File: src/rtl/led_pattern_gen.sv
// Multi-channel LED pattern generator: a shared tick prescaler and PWM counter drive
// per-channel OFF/ON/BLINK/BREATHE engines with runtime mode/rate writes and output polarity.
module led_pattern_gen #(
    parameter int unsigned         CLK_HZ          = 12000000,
    parameter int unsigned         TICK_HZ         = 1000,
    parameter int unsigned         NUM_LEDS        = 7,
    parameter int unsigned         PWM_BITS        = 8,
    parameter logic [NUM_LEDS-1:0] ACTIVE_LOW_MASK = 7'b0000011,
    parameter logic [NUM_LEDS-1:0] BOOT_BLINK_MASK = 7'b0000001,
    parameter logic [7:0]          BOOT_RATE       = 8'd249,
    localparam int unsigned        CH_W            = (NUM_LEDS > 1) ? $clog2(NUM_LEDS) : 1
) (
    input  logic                CLK,
    input  logic                RST_N,
    input  logic                WR_EN,
    input  logic [CH_W-1:0]     WR_CH,
    input  logic [1:0]          WR_MODE,
    input  logic [7:0]          WR_RATE,
    input  logic                SYNC,
    output logic                TICK,
    output logic [NUM_LEDS-1:0] LED
);

    localparam int unsigned DIV   = CLK_HZ / TICK_HZ;
    localparam int unsigned CNT_W = (DIV > 1) ? $clog2(DIV) : 1;
    localparam logic [CNT_W-1:0]    CNT_MAX    = CNT_W'(DIV - 1);
    localparam logic [PWM_BITS-1:0] BRIGHT_MAX = '1;

    if (DIV < 2) begin : g_bad_div
        $error("led_pattern_gen: CLK_HZ/TICK_HZ must be >= 2");
    end
    if (NUM_LEDS < 1 || NUM_LEDS > 16) begin : g_bad_num
        $error("led_pattern_gen: NUM_LEDS must be in 1..16");
    end

    typedef enum logic [1:0] {
        ModeOff     = 2'd0,
        ModeOn      = 2'd1,
        ModeBlink   = 2'd2,
        ModeBreathe = 2'd3
    } mode_e;

    function automatic logic [NUM_LEDS-1:0][1:0] boot_mode();
        boot_mode = '0;
        for (int unsigned i = 0; i < NUM_LEDS; i++) begin
            boot_mode[i] = BOOT_BLINK_MASK[i] ? ModeBlink : ModeOff;
        end
    endfunction

    function automatic logic [NUM_LEDS-1:0][7:0] boot_rate();
        boot_rate = '0;
        for (int unsigned i = 0; i < NUM_LEDS; i++) begin
            boot_rate[i] = BOOT_BLINK_MASK[i] ? BOOT_RATE : 8'd0;
        end
    endfunction

    localparam logic [NUM_LEDS-1:0][1:0] BOOT_MODE = boot_mode();
    localparam logic [NUM_LEDS-1:0][7:0] BOOT_RATES = boot_rate();

    logic [CNT_W-1:0]                   presc_q, presc_d;
    logic [PWM_BITS-1:0]                pwm_q, pwm_d;
    logic [NUM_LEDS-1:0][1:0]           mode_q, mode_d;
    logic [NUM_LEDS-1:0][7:0]           rate_q, rate_d;
    logic [NUM_LEDS-1:0][7:0]           phase_q, phase_d;
    logic [NUM_LEDS-1:0]                blink_q, blink_d;
    logic [NUM_LEDS-1:0][PWM_BITS-1:0]  bright_q, bright_d;
    logic [NUM_LEDS-1:0]                down_q, down_d;
    logic [NUM_LEDS-1:0]                led_q, led_d;
    logic                               tick;
    logic                               wr_ok;

    assign tick  = (presc_q == CNT_MAX);
    assign TICK  = tick;
    assign LED   = led_q;
    assign wr_ok = WR_EN && (32'(WR_CH) < NUM_LEDS);

    always_comb begin
        presc_d = (SYNC || tick) ? '0 : presc_q + 1'b1;
        pwm_d   = SYNC ? '0 : pwm_q + 1'b1;
    end

    always_comb begin
        mode_d   = mode_q;
        rate_d   = rate_q;
        phase_d  = phase_q;
        blink_d  = blink_q;
        bright_d = bright_q;
        down_d   = down_q;
        led_d    = '0;
        for (int unsigned i = 0; i < NUM_LEDS; i++) begin
            // Pin drive reflects the state held this cycle.
            case (mode_q[i])
                ModeOff:     led_d[i] = 1'b0;
                ModeOn:      led_d[i] = 1'b1;
                ModeBlink:   led_d[i] = blink_q[i];
                ModeBreathe: led_d[i] = (bright_q[i] > pwm_q);
                default:     led_d[i] = 1'b0;
            endcase
            led_d[i] = led_d[i] ^ ACTIVE_LOW_MASK[i];

            if (SYNC) begin
                phase_d[i]  = '0;
                blink_d[i]  = 1'b0;
                bright_d[i] = '0;
                down_d[i]   = 1'b0;
            end else if (tick && (mode_q[i] == ModeBlink || mode_q[i] == ModeBreathe)) begin
                if (phase_q[i] == rate_q[i]) begin
                    phase_d[i] = '0;
                    if (mode_q[i] == ModeBlink) begin
                        blink_d[i] = ~blink_q[i];
                    end else if (!down_q[i]) begin
                        // Turnaround steps hold the level so each extreme lasts two steps.
                        if (bright_q[i] == BRIGHT_MAX) begin
                            down_d[i] = 1'b1;
                        end else begin
                            bright_d[i] = bright_q[i] + 1'b1;
                        end
                    end else begin
                        if (bright_q[i] == '0) begin
                            down_d[i] = 1'b0;
                        end else begin
                            bright_d[i] = bright_q[i] - 1'b1;
                        end
                    end
                end else begin
                    phase_d[i] = phase_q[i] + 8'd1;
                end
            end

            // A write restarts its channel and overrides any step on the same edge.
            if (wr_ok && (32'(WR_CH) == i)) begin
                mode_d[i]   = WR_MODE;
                rate_d[i]   = WR_RATE;
                phase_d[i]  = '0;
                blink_d[i]  = 1'b0;
                bright_d[i] = '0;
                down_d[i]   = 1'b0;
            end
        end
    end

    always_ff @(posedge CLK or negedge RST_N) begin
        if (!RST_N) begin
            presc_q  <= '0;
            pwm_q    <= '0;
            mode_q   <= BOOT_MODE;
            rate_q   <= BOOT_RATES;
            phase_q  <= '0;
            blink_q  <= '0;
            bright_q <= '0;
            down_q   <= '0;
            led_q    <= ACTIVE_LOW_MASK;
        end else begin
            presc_q  <= presc_d;
            pwm_q    <= pwm_d;
            mode_q   <= mode_d;
            rate_q   <= rate_d;
            phase_q  <= phase_d;
            blink_q  <= blink_d;
            bright_q <= bright_d;
            down_q   <= down_d;
            led_q    <= led_d;
        end
    end

endmodule

File: config.mk
export PLATFORM = sky130hd
export DESIGN_NAME = led_pattern_gen
export DESIGN_NICKNAME = d
export VERILOG_FILES = /design/src/rtl/led_pattern_gen.sv
export SDC_FILE = /design/constraint.sdc
export NUM_CORES = 1
export LEC_CHECK = 0
export BUFFER_PORTS_ARGS = -buffer_cell sky130_fd_sc_hd__buf_2
export CAP_MARGIN = 40
export CORE_MARGIN = 4
export CORE_UTILIZATION = 35
export DETAILED_ROUTE_END_ITERATION = 8
export PLACE_DENSITY = 0.59
export SYNTH_ARGS = -nofsm -noshare
export SYNTH_HDL_FRONTEND = slang
export SYNTH_SLANG_ARGS = --single-unit
File: constraint.sdc
create_clock -name CLK -period 7.38 [get_ports CLK]
set_input_delay 2.214 -clock CLK [delete_from_list [all_inputs] [get_ports CLK]]
set_output_delay 2.214 -clock CLK [all_outputs]
set_load 0.03 [all_outputs]
==> results of run 1 <==
==> cells by family (layout without fill, tap and decap cells) <==
group	count (synthesis)	in the layout	share of synthesized area
xor+xnor	141	141	0.09012
simple gates	468	468	0.1744
buf+inv	71	121	0.02009
fa+ha+maj	114	114	0.1079
mux	113	113	0.08893
flops	225	225	0.4117
compound gates	240	240	0.1068
==> worst max-delay path, cell delays in order, from the launching register on <==
cell	delay, ns
dfrtp_1	0.38
ha_1	0.22
nand4_1	0.23
nor4_4	0.31
buf_4	0.37
buf_2	0.27
==> per-layer routing <==
layer	GRT usage	part of all wire
met3	0.02040	0.034
met5	0	0
met2	0.2545	0.47
met1	0.2127	0.47
met4	0.03755	0.021
==> path summary, 6_finish.rpt <==
| path | startpoint | to | slack, ns | cells past startpoint |
|---|---|---|---|---|
| hold / removal | presc_q[0]$_DFF_PN0_ | presc_q[0]$_DFF_PN0_ | 0.48 | 1 |
| max in group asynchronous | RST_N | rate_q[55]$_DFFE_PN0P_ | 4.44 | 2 |
| setup / recovery | presc_q[0]$_DFF_PN0_ | TICK | 2.85 | 5 |
| hold reg to reg | presc_q[0]$_DFF_PN0_ | presc_q[0]$_DFF_PN0_ | 0.48 | 1 |
| min in group asynchronous | RST_N | LED[3]$_DFF_PN0_ | 1.71 | 1 |
| setup reg to reg | presc_q[0]$_DFF_PN0_ | bright_q[55]$_DFFE_PN0P_ | 4.33 | 8 |
==> cell usage in the layout (no fill, tap or decap), types with 12 or more instances in the layout <==
cell / instances
dfrtp_1: 216
nor2_1: 156
ha_1: 107
xnor2_1: 103
o21ai_0: 76
mux2_2: 70
a21oi_1: 68
nand3_1: 67
nand2_1: 61
inv_1: 43
mux2i_1: 43
nand4_1: 38
xor2_1: 38
and3_1: 34
clkbuf_16: 26
buf_2: 23
nand2b_1: 16
or3_1: 15
o211ai_1: 15
a21o_1: 14
o31ai_1: 14
nor2b_1: 12
==> through the flow <==
stage	cells	hold WS, ns
after global placement	1891	0.4704
final	1940	0.4775
after detailed placement	1892	0.4825
after CTS	1940	0.4904
after floorplan	1372	0.4479
after global routing	1940	0.5166
==> where the power goes <==
group | leakage, nW | switching (mW) | internal [mW]
registers | 2.97 | 0.103 | 1.35
clock network | 0.426 | 0.522 | 0.780
logic | 3.58 | 0.207 | 0.196
total | 6.97 | 0.832 | 2.32
==> sequential cells by signal, summed over array words and instances, names as in the netlist <==
signal / cells
presc_q: 14
mode_q: 14
phase_q: 56
pwm_q: 8
down_q: 7
LED: 7
bright_q: 56
rate_q: 56
blink_q: 7
==> final cells by class <==
type	count	area [um2]
inverters	43	161.4
fillers	3783	23320
well taps	518	648.1
repair buffers	30	187.7
clock buffers	38	755.7
flip-flops and latches	225	5642
clock inverters	10	116.4
multi-input cells	1076	7811
==> flow_summary.yaml, run 1 <==
critical_path:
  arrival_ns: 2.32
  required_ns: 5.17
  critPathKind: "reg -> out"
  critPathMaxFanout: 25
  cp-start-kind: "flop"
  critical_path.endpoint_type: "primary output"
drt:
  dr_total_vias: 10232
  routedWlPerCell_um: 16.48
  finalWirelength_um: 31960
  first_pass_iters: 6
  ant_nets: 0
  drtIter0Drc: 556
  avgViaCountPerCell: 5.274
  drc: 0
grt:
  grt_max_degree: 122
  track_usage: 0.1530
  grt_overflow: 0
  antenna_found_initial: 0
  grt_pass1_vias: 10258
  grt_pass1_wl_um: 53400
synth:
  syn_area_per_cell_um2: 9.988
  synth-edff-count: 0
  yosysUniqueCellTypes: 58
  syn_inst: 1372
  synth.top_cell.area_share: 0.3944
  synth_common_cells: "dfrtp_1, nor2_1, ha_1"
  synth_top_cell_by_area: "dfrtp_1"
  yosysSeqAreaShare: 0.4117
  synthFlopType: "dfrtp_1"
  yosys_warnings: 0
  syn_area_mm2: 0.01370
  synth-seq-cells: 225
  ys_top_cells_by_area: "dfrtp_1, ha_1, xnor2_1, mux2_2, nor2_1"
  synth.most_common_cell: "dfrtp_1"
  synth_fp_nets: 1503
  ys_async_sr_fraction: 1.000
die:
  rows: 72
  fp.dieH_um: 205.9
  dieArea_mm2: 0.04238
  coreArea_mm2: 0.03865
  start_util: 0.3546
  num_io_pins: 25
  dieWidth_um: 205.9
sta:
  rsz0062_at_grt: "false"
  fin_crit_ns: 4.529
  setup_viol_count_final: 0
  finalSetupTns_ns: 0
  slew_headroom: 0.4304
  fin_ws_ns: 2.851
  slew_viol_final: 0
  finalCritPeriodShare: 0.6137
  worst_pin_slew_ns: 0.8544
  fmax_mhz: 220.8
  clock_skew_ns: 0.02573
  hold_viol: 0
power:
  power_leakage_nw: 6.973
  total_power_mw: 3.155
  vdd_drop_max_v: 0.0001568
  power_density_mw_per_mm2: 205.9
clocking:
  clk_pin_slew_worst_paths_ns: 0.06
  cts_setup_buffers: 0
  cts_hold_buf: 0
  cts_buffer_depth: 3
  h-tree-depth: 1
  clock_latency_ns: 0.54
  root_buffer: "clkbuf_16"
  cts.repair.resized: 0
  cts_sinks: 225
  cts_tree: "yes"
  cts_buffers: 26
cells_and_area:
  antenna_cells: 0
  fin_util: 0.3965
  layout-drive-gt1-share: 0.1181
  fin_area_mm2: 0.01532
  nNetsFinal: 1533
  syn2layout_area_growth_pct: 11.82
run_status:
  status: "finished clean"
placement:
  place_congestion: 0.7808
  post-dp-hpwl_um: 21770
  place_area_mm2: 0.01445
  pre_cts_ws_ns: 2.829
  port_buffers: 24
job:
  maxCapViolCount: 0
min_path:
  hold_class: "reg -> reg"
No activity file was read; power rests on OpenSTA's default activity.
==> run 2, diff against run 1 <==
Settings changed: ABC_AREA from default to 1.
Clock period 7.38 ns to 4.4 ns, I/O delays scaled along.
==> run 2 against run 1 <==
  * Via count is 31% higher
  * Clock skew shrank 0.013 ns
  * Worst hold slack worse by 0.012 ns
  * Routed wire length grew 25%
  * Flip-flop and latch count unchanged
  * Combinational power grew to 2.8 times the previous value
  * Power rose by 91%
  * Critical path depth increased by 2
  * Register-to-register slack lost 2.5 ns
  * Count of clock-buffer cells in the layout is the same
  * Critical path type unchanged
  * Highest routed layer unchanged
==> flow_summary.yaml, run 2 <==
run_status:
  status: "finished clean"
cells_and_area:
  syn2layout_area_growth_pct: 11.68
  fin_util: 0.3950
  layout_common_cells: "nand2_1, inv_1, dfrtp_1"
  top_regs: "bright_q (56), phase_q (56), rate_q (56)"
  layout-drive-gt1-share: 0.05732
  antenna_cells: 0
  fin_area_mm2: 0.01698
  nNetsFinal: 2259
  fin_cells: 2731
  final_common_cell: "nand2_1"
power:
  power_leakage_nw: 8.917
  total_power_mw: 6.026
  pwr-share-clk: 0.392
  switching_share: 0.3042
  power_density_mw_per_mm2: 354.9
  comb_power_share: 0.188
  power_switching_mw: 1.833
  vdd_drop_max_v: 0.0002822
  power.internal_mw: 4.193
  seq_power_share: 0.420
clocking:
  cts.repair.resized: 0
  cts_buffers: 27
  cts_sinks: 225
  cts_setup_buffers: 0
  h-tree-depth: 1
  cts_tree: "yes"
  root_buffer: "clkbuf_16"
  clk_pin_slew_worst_paths_ns: 0.06
  cts_buffer_depth: 3
  clock_latency_ns: 0.55
  cts_hold_buf: 0
sta:
  setup_viol_count_final: 0
  hold_viol: 0
  fmax_mhz: 269.7
  worst_pin_slew_ns: 0.7728
  fin_ws_ns: 0.6924
  finalCritPeriodShare: 0.8426
  fin_crit_ns: 3.708
  clock_skew_ns: 0.01243
  rsz0062_at_grt: "false"
  holdWs_ns: 0.4653
  slew_headroom: 0.4838
  slew_viol_final: 0
  finalSetupTns_ns: 0
drt:
  routedWlPerCell_um: 14.58
  drt-met1-wl_um: 19120
  finalWirelength_um: 39810
  wl_met3_um: 1391
  first_pass_iters: 5
  dr_total_vias: 13451
  drc: 0
  highest_layer: "met4"
  avgViaCountPerCell: 4.925
  ant_nets: 0
  drtIter0Drc: 672
  wl_met2_um: 18350
critical_path:
  critPathMaxFanout: 7
  cp-start-kind: "flop"
  required_ns: 3.08
  critPathKind: "reg -> out"
  critical_path.endpoint_type: "primary output"
  arrival_ns: 2.39
synth:
  yosys_warnings: 0
  syn_inst: 2092
  syn_area_mm2: 0.01520
  ys_top_cells_by_area: "dfrtp_1, nand2_1, ha_1, inv_1, o21ai_0"
  ys_async_sr_fraction: 1.000
  syn_area_per_cell_um2: 7.267
  synthFlopType: "dfrtp_1"
  synth_common_cells: "nand2_1, inv_1, dfrtp_1"
  synth_top_cell_by_area: "dfrtp_1"
  yosysSeqAreaShare: 0.3711
  yosysUniqueCellTypes: 46
  synth_fp_nets: 2223
  synth.top_cell.area_share: 0.3556
  synth-edff-count: 0
  synth-seq-cells: 225
  synth.most_common_cell: "nand2_1"
grt:
  track_usage: 0.1678
  grt_pass1_vias: 12640
  antenna_found_initial: 0
  grt_pass1_wl_um: 65140
  grt_overflow: 0
  grt_max_degree: 87
placement:
  place_area_mm2: 0.01604
  post-dp-hpwl_um: 28410
  port_buffers: 24
  place_congestion: 0.8334
  pre_cts_ws_ns: 1.021
  dp_cells: 2684
job:
  maxCapViolCount: 0
die:
  coreArea_mm2: 0.04298
  dieWidth_um: 216.4
  num_io_pins: 25
  rows: 76
  start_util: 0.3537
  fp.dieH_um: 216.4
  dieArea_mm2: 0.04683
min_path:
  hold_class: "reg -> reg"
-- run 2: changes by cell type after synthesis, sizes merged, moves of 42 or more --
cell,before,now
nand3,67,110
inv,43,268
nor2,156,213
mux2i,43,1
mux2,70,0
o21ai,77,153
nand4,39,95
nand2,61,637
-- run 2: routing by layer --
metal	up-vias	track usage
li1	6868	-
met4	0	0.04544
met3	57	0.02131
met1	6337	0.2330
met2	189	0.2777
met5	-	0
-- run 2: layout make-up --
| cell class | count | area, um2 |
|---|---|---|
| fill | 4464 | 26000 |
| multi-input combinational | 1571 | 8428 |
| tap | 585 | 732.0 |
| timing repair buffer | 34 | 230.2 |
| sequential | 225 | 5642 |
| clock buffer | 38 | 787.0 |
| inverter | 269 | 1010 |
| clock inverter | 9 | 148.9 |
-- run 2: logic make-up (layout without fill, tap and decap cells) --
logic type | count (synthesis) | in the layout | synth area share
buf+inv | 296 | 350 | 0.07449
simple gates | 1093 | 1093 | 0.3081
xor+xnor | 94 | 94 | 0.05416
compound gates | 269 | 269 | 0.09416
mux | 1 | 1 | 0.0006585
fa+ha+maj | 114 | 114 | 0.09728
flops | 225 | 225 | 0.3711
-- run 2: worst max-delay path, cell delays in order (launching register included) --
cell,delay [ns]
dfrtp_1,0.40
nand2_1,0.10
inv_2,0.07
nand2_1,0.09
nor3_4,0.32
nand2_1,0.34
inv_1,0.28
buf_2,0.25
-- run 2: power groups by stage --
stage | registers [mW] | clock network, mW | logic [mW]
5_1_grt | 2.56 | 2.51 | 1.32
2_1_floorplan | 2.54 | 0 | 0.799
3_5_place_dp | 2.56 | 0 | 1.14
4_1_cts | 2.53 | 2.43 | 1.15
3_3_place_gp | 2.56 | 0 | 1.10
6_report | 2.53 | 2.36 | 1.14
-- run 2: worst paths after layout --
check	from	to	slack, ns	depth (start not counted)
min in group asynchronous	RST_N	phase_q[12]$_DFFE_PN0P_	0.72	1
max	presc_q[10]$_DFF_PN0_	TICK	0.69	7
min reg2reg	pwm_q[7]$_DFF_PN0_	pwm_q[7]$_DFF_PN0_	0.47	1
max reg2reg	presc_q[5]$_DFF_PN0_	bright_q[43]$_DFFE_PN0P_	1.87	8
max in group asynchronous	RST_N	bright_q[35]$_DFFE_PN0P_	2.77	2
min	pwm_q[7]$_DFF_PN0_	pwm_q[7]$_DFF_PN0_	0.47	1
==> run 3, diff against run 2 <==
Settings changed: PLACE_DENSITY 0.59 to 0.61.
Clock period 4.4 ns to 3.27 ns, I/O delays scaled along.
==> run 3 against run 2 <==
  * Register-to-register slack worse by 1.1 ns
  * Non-clock buffer count is 9 higher
  * Combinational power is 33% higher
  * Routed wire length is 0.59% lower
  * Via count is 1.1% higher
  * Sequential power is 34% higher
  * Critical path depth stayed put
  * First-iteration DRC count is 19% higher
  * Sequential share of layout area hardly changed
  * Power is 32% higher
  * Largest power group unchanged
==> flow_summary.yaml, run 3 (synthesis results as in run 2) <==
clocking:
  root_buffer: "clkbuf_16"
  cts_buffers: 27
  cts_hold_buf: 0
  cts_tree: "yes"
  cts_sinks: 225
  h-tree-depth: 1
  clk_pin_slew_worst_paths_ns: 0.06
  clock_latency_ns: 0.54
  cts_setup_buffers: 0
  cts_buffer_depth: 3
critical_path:
  required_ns: 2.29
  critical_path.endpoint_type: "primary output"
  worstPathCellList: "nand2_1 > inv_2 > nand2_1 > nor3_4 > nand2_1 > inv_2 > buf_2"
  slowest_stage: "dfrtp_1"
  arrival_ns: 2.10
  cp-endpoint: "TICK"
  rrSetupSlack_ns: 0.79
  timing.rr.start: "presc_q[5]$_DFF_PN0_"
  crit_top_cell: "nand2_1"
  crit_cells: 7
  r2r_cells: 9
  max_stage_delay_ns: 0.39
  cp_top_family: "simple AND/OR/NAND/NOR gates"
  critPathKind: "reg -> out"
  cp-startpoint: "presc_q[10]$_DFF_PN0_"
  cp-start-kind: "flop"
  critPathMaxFanout: 4
  r2r-end: "bright_q[51]$_DFFE_PN0P_"
  path_buf_inv: 3
sta:
  finalCritPeriodShare: 0.9431
  clock_skew_ns: 0.01346
  slew_viol_final: 0
  fin_crit_ns: 3.084
  setup_viol_count_final: 0
  fmax_mhz: 324.3
  slew_headroom: 0.5093
  finalSetupTns_ns: 0
  rsz0062_at_grt: "false"
  hold_viol: 0
  worst_pin_slew_ns: 0.7353
die:
  dieArea_mm2: 0.04683
  fp.dieH_um: 216.4
  start_util: 0.3537
  rows: 76
  dieWidth_um: 216.4
  coreArea_mm2: 0.04298
  num_io_pins: 25
drt:
  first_pass_iters: 5
  drc: 0
  dr_total_vias: 13602
  routedWlPerCell_um: 14.43
  drtIter0Drc: 798
  ant_nets: 0
  avgViaCountPerCell: 4.959
  finalWirelength_um: 39570
cells_and_area:
  syn2layout_area_growth_pct: 11.80
  final_common_cell: "nand2_1"
  nNetsFinal: 2268
  top_regs: "bright_q (56), phase_q (56), rate_q (56)"
  layout-drive-gt1-share: 0.06073
  fill_cells: 4519
  layout_common_cells: "nand2_1, inv_1, dfrtp_1"
power:
  total_power_mw: 7.944
  power_density_mw_per_mm2: 467.4
  vdd_drop_max_v: 0.0003723
  power_leakage_nw: 8.933
grt:
  grt_overflow: 0
  track_usage: 0.1695
  grt_pass1_wl_um: 66140
  antenna_found_initial: 0
  grt_max_degree: 76
  grt_pass1_vias: 13140
placement:
  port_buffers: 24
  place_congestion: 0.8688
  post-dp-hpwl_um: 28790
min_path:
  hold_class: "in -> async"
job:
  maxCapViolCount: 0
run_status:
  status: "finished clean"
## run 3: changes by cell type in the layout (fill, tap and decap cells not counted), sizes merged
cell    change
diode       +1
inv         +1
bufinv      -1
buf         +9
clkinv      +2
## run 3: what timing repair did
| item | CTS | global route |
|---|---|---|
| hold endpoints to repair | 0 | 0 |
| gates resized for setup | 0 | 1 |
| endpoints found under the setup margin | 0 | 1 |
## run 3: report_power, final
| part | internal [mW] | switching (mW) |
|---|---|---|
| Combinational | 0.582 | 0.943 |
| Clock | 1.82 | 1.19 |
| Sequential | 3.09 | 0.316 |
| Total | 5.49 | 2.45 |
## run 3: stage by stage
| step | utilization | area (um2) | setup slack [ns] | hold slack (ns) | instances |
|---|---|---|---|---|---|
| global placement | 0.3748 | 16110 | 0.4516 | 0.4467 | 2693 |
| detailed placement | 0.3748 | 16110 | 0.3892 | 0.4576 | 2693 |
| floorplan | - | 15200 | 0.9380 | 0.4149 | 2092 |
| CTS | 0.3954 | 16990 | 0.07392 | 0.4562 | 2742 |
| global route | 0.3954 | 16990 | 0.03599 | 0.4623 | 2742 |
| finish | 0.3954 | 17000 | 0.1860 | 0.4040 | 2743 |
## run 3: layer usage
layer,global-route usage,routed length [um],vias to the layer above
met1,0.2366,18580,6329
met2,0.2794,17890,296
li1,-,-,6898
met3,0.01683,1861,79
met4,0.05185,1236,0
met5,0,0,-
## run 3: worst min-delay path by stage
stage | to | slack (ns) | cells after the start
3_5_place_dp | LED[1]$_DFF_PN1_ | 0.46 | 1
2_1_floorplan | LED[0]$_DFF_PN1_ | 0.41 | 1
4_1_cts | pwm_q[7]$_DFF_PN0_ | 0.46 | 1
3_3_place_gp | pwm_q[7]$_DFF_PN0_ | 0.45 | 1
5_1_grt | pwm_q[6]$_DFF_PN0_ | 0.46 | 1
6_report | pwm_q[7]$_DFF_PN0_ | 0.40 | 1
## run 3: worst reg2reg max path: stages (launching register included)
cell and delay [ns]:
dfrtp_1 0.44, inv_1 0.13, nand3_1 0.08, nor2_1 0.50, buf_4 0.24, nand4_1 0.21
nand2_2 0.24, nand4_1 0.32, nand2_1 0.14, nand2_1 0.06
## run 3: final cells by class
cell class	instances	area [um2]	share of cell area
multi-input combinational	1571	8428	0.4959
sequential	225	5642	0.3319
inverter	269	1010	0.05941
clock buffer	38	747.0	0.04395
tap	585	732.0	0.04307
timing repair buffer	43	297.8	0.01752
clock inverter	11	137.6	0.008098
antenna	1	2.502	0.0001472
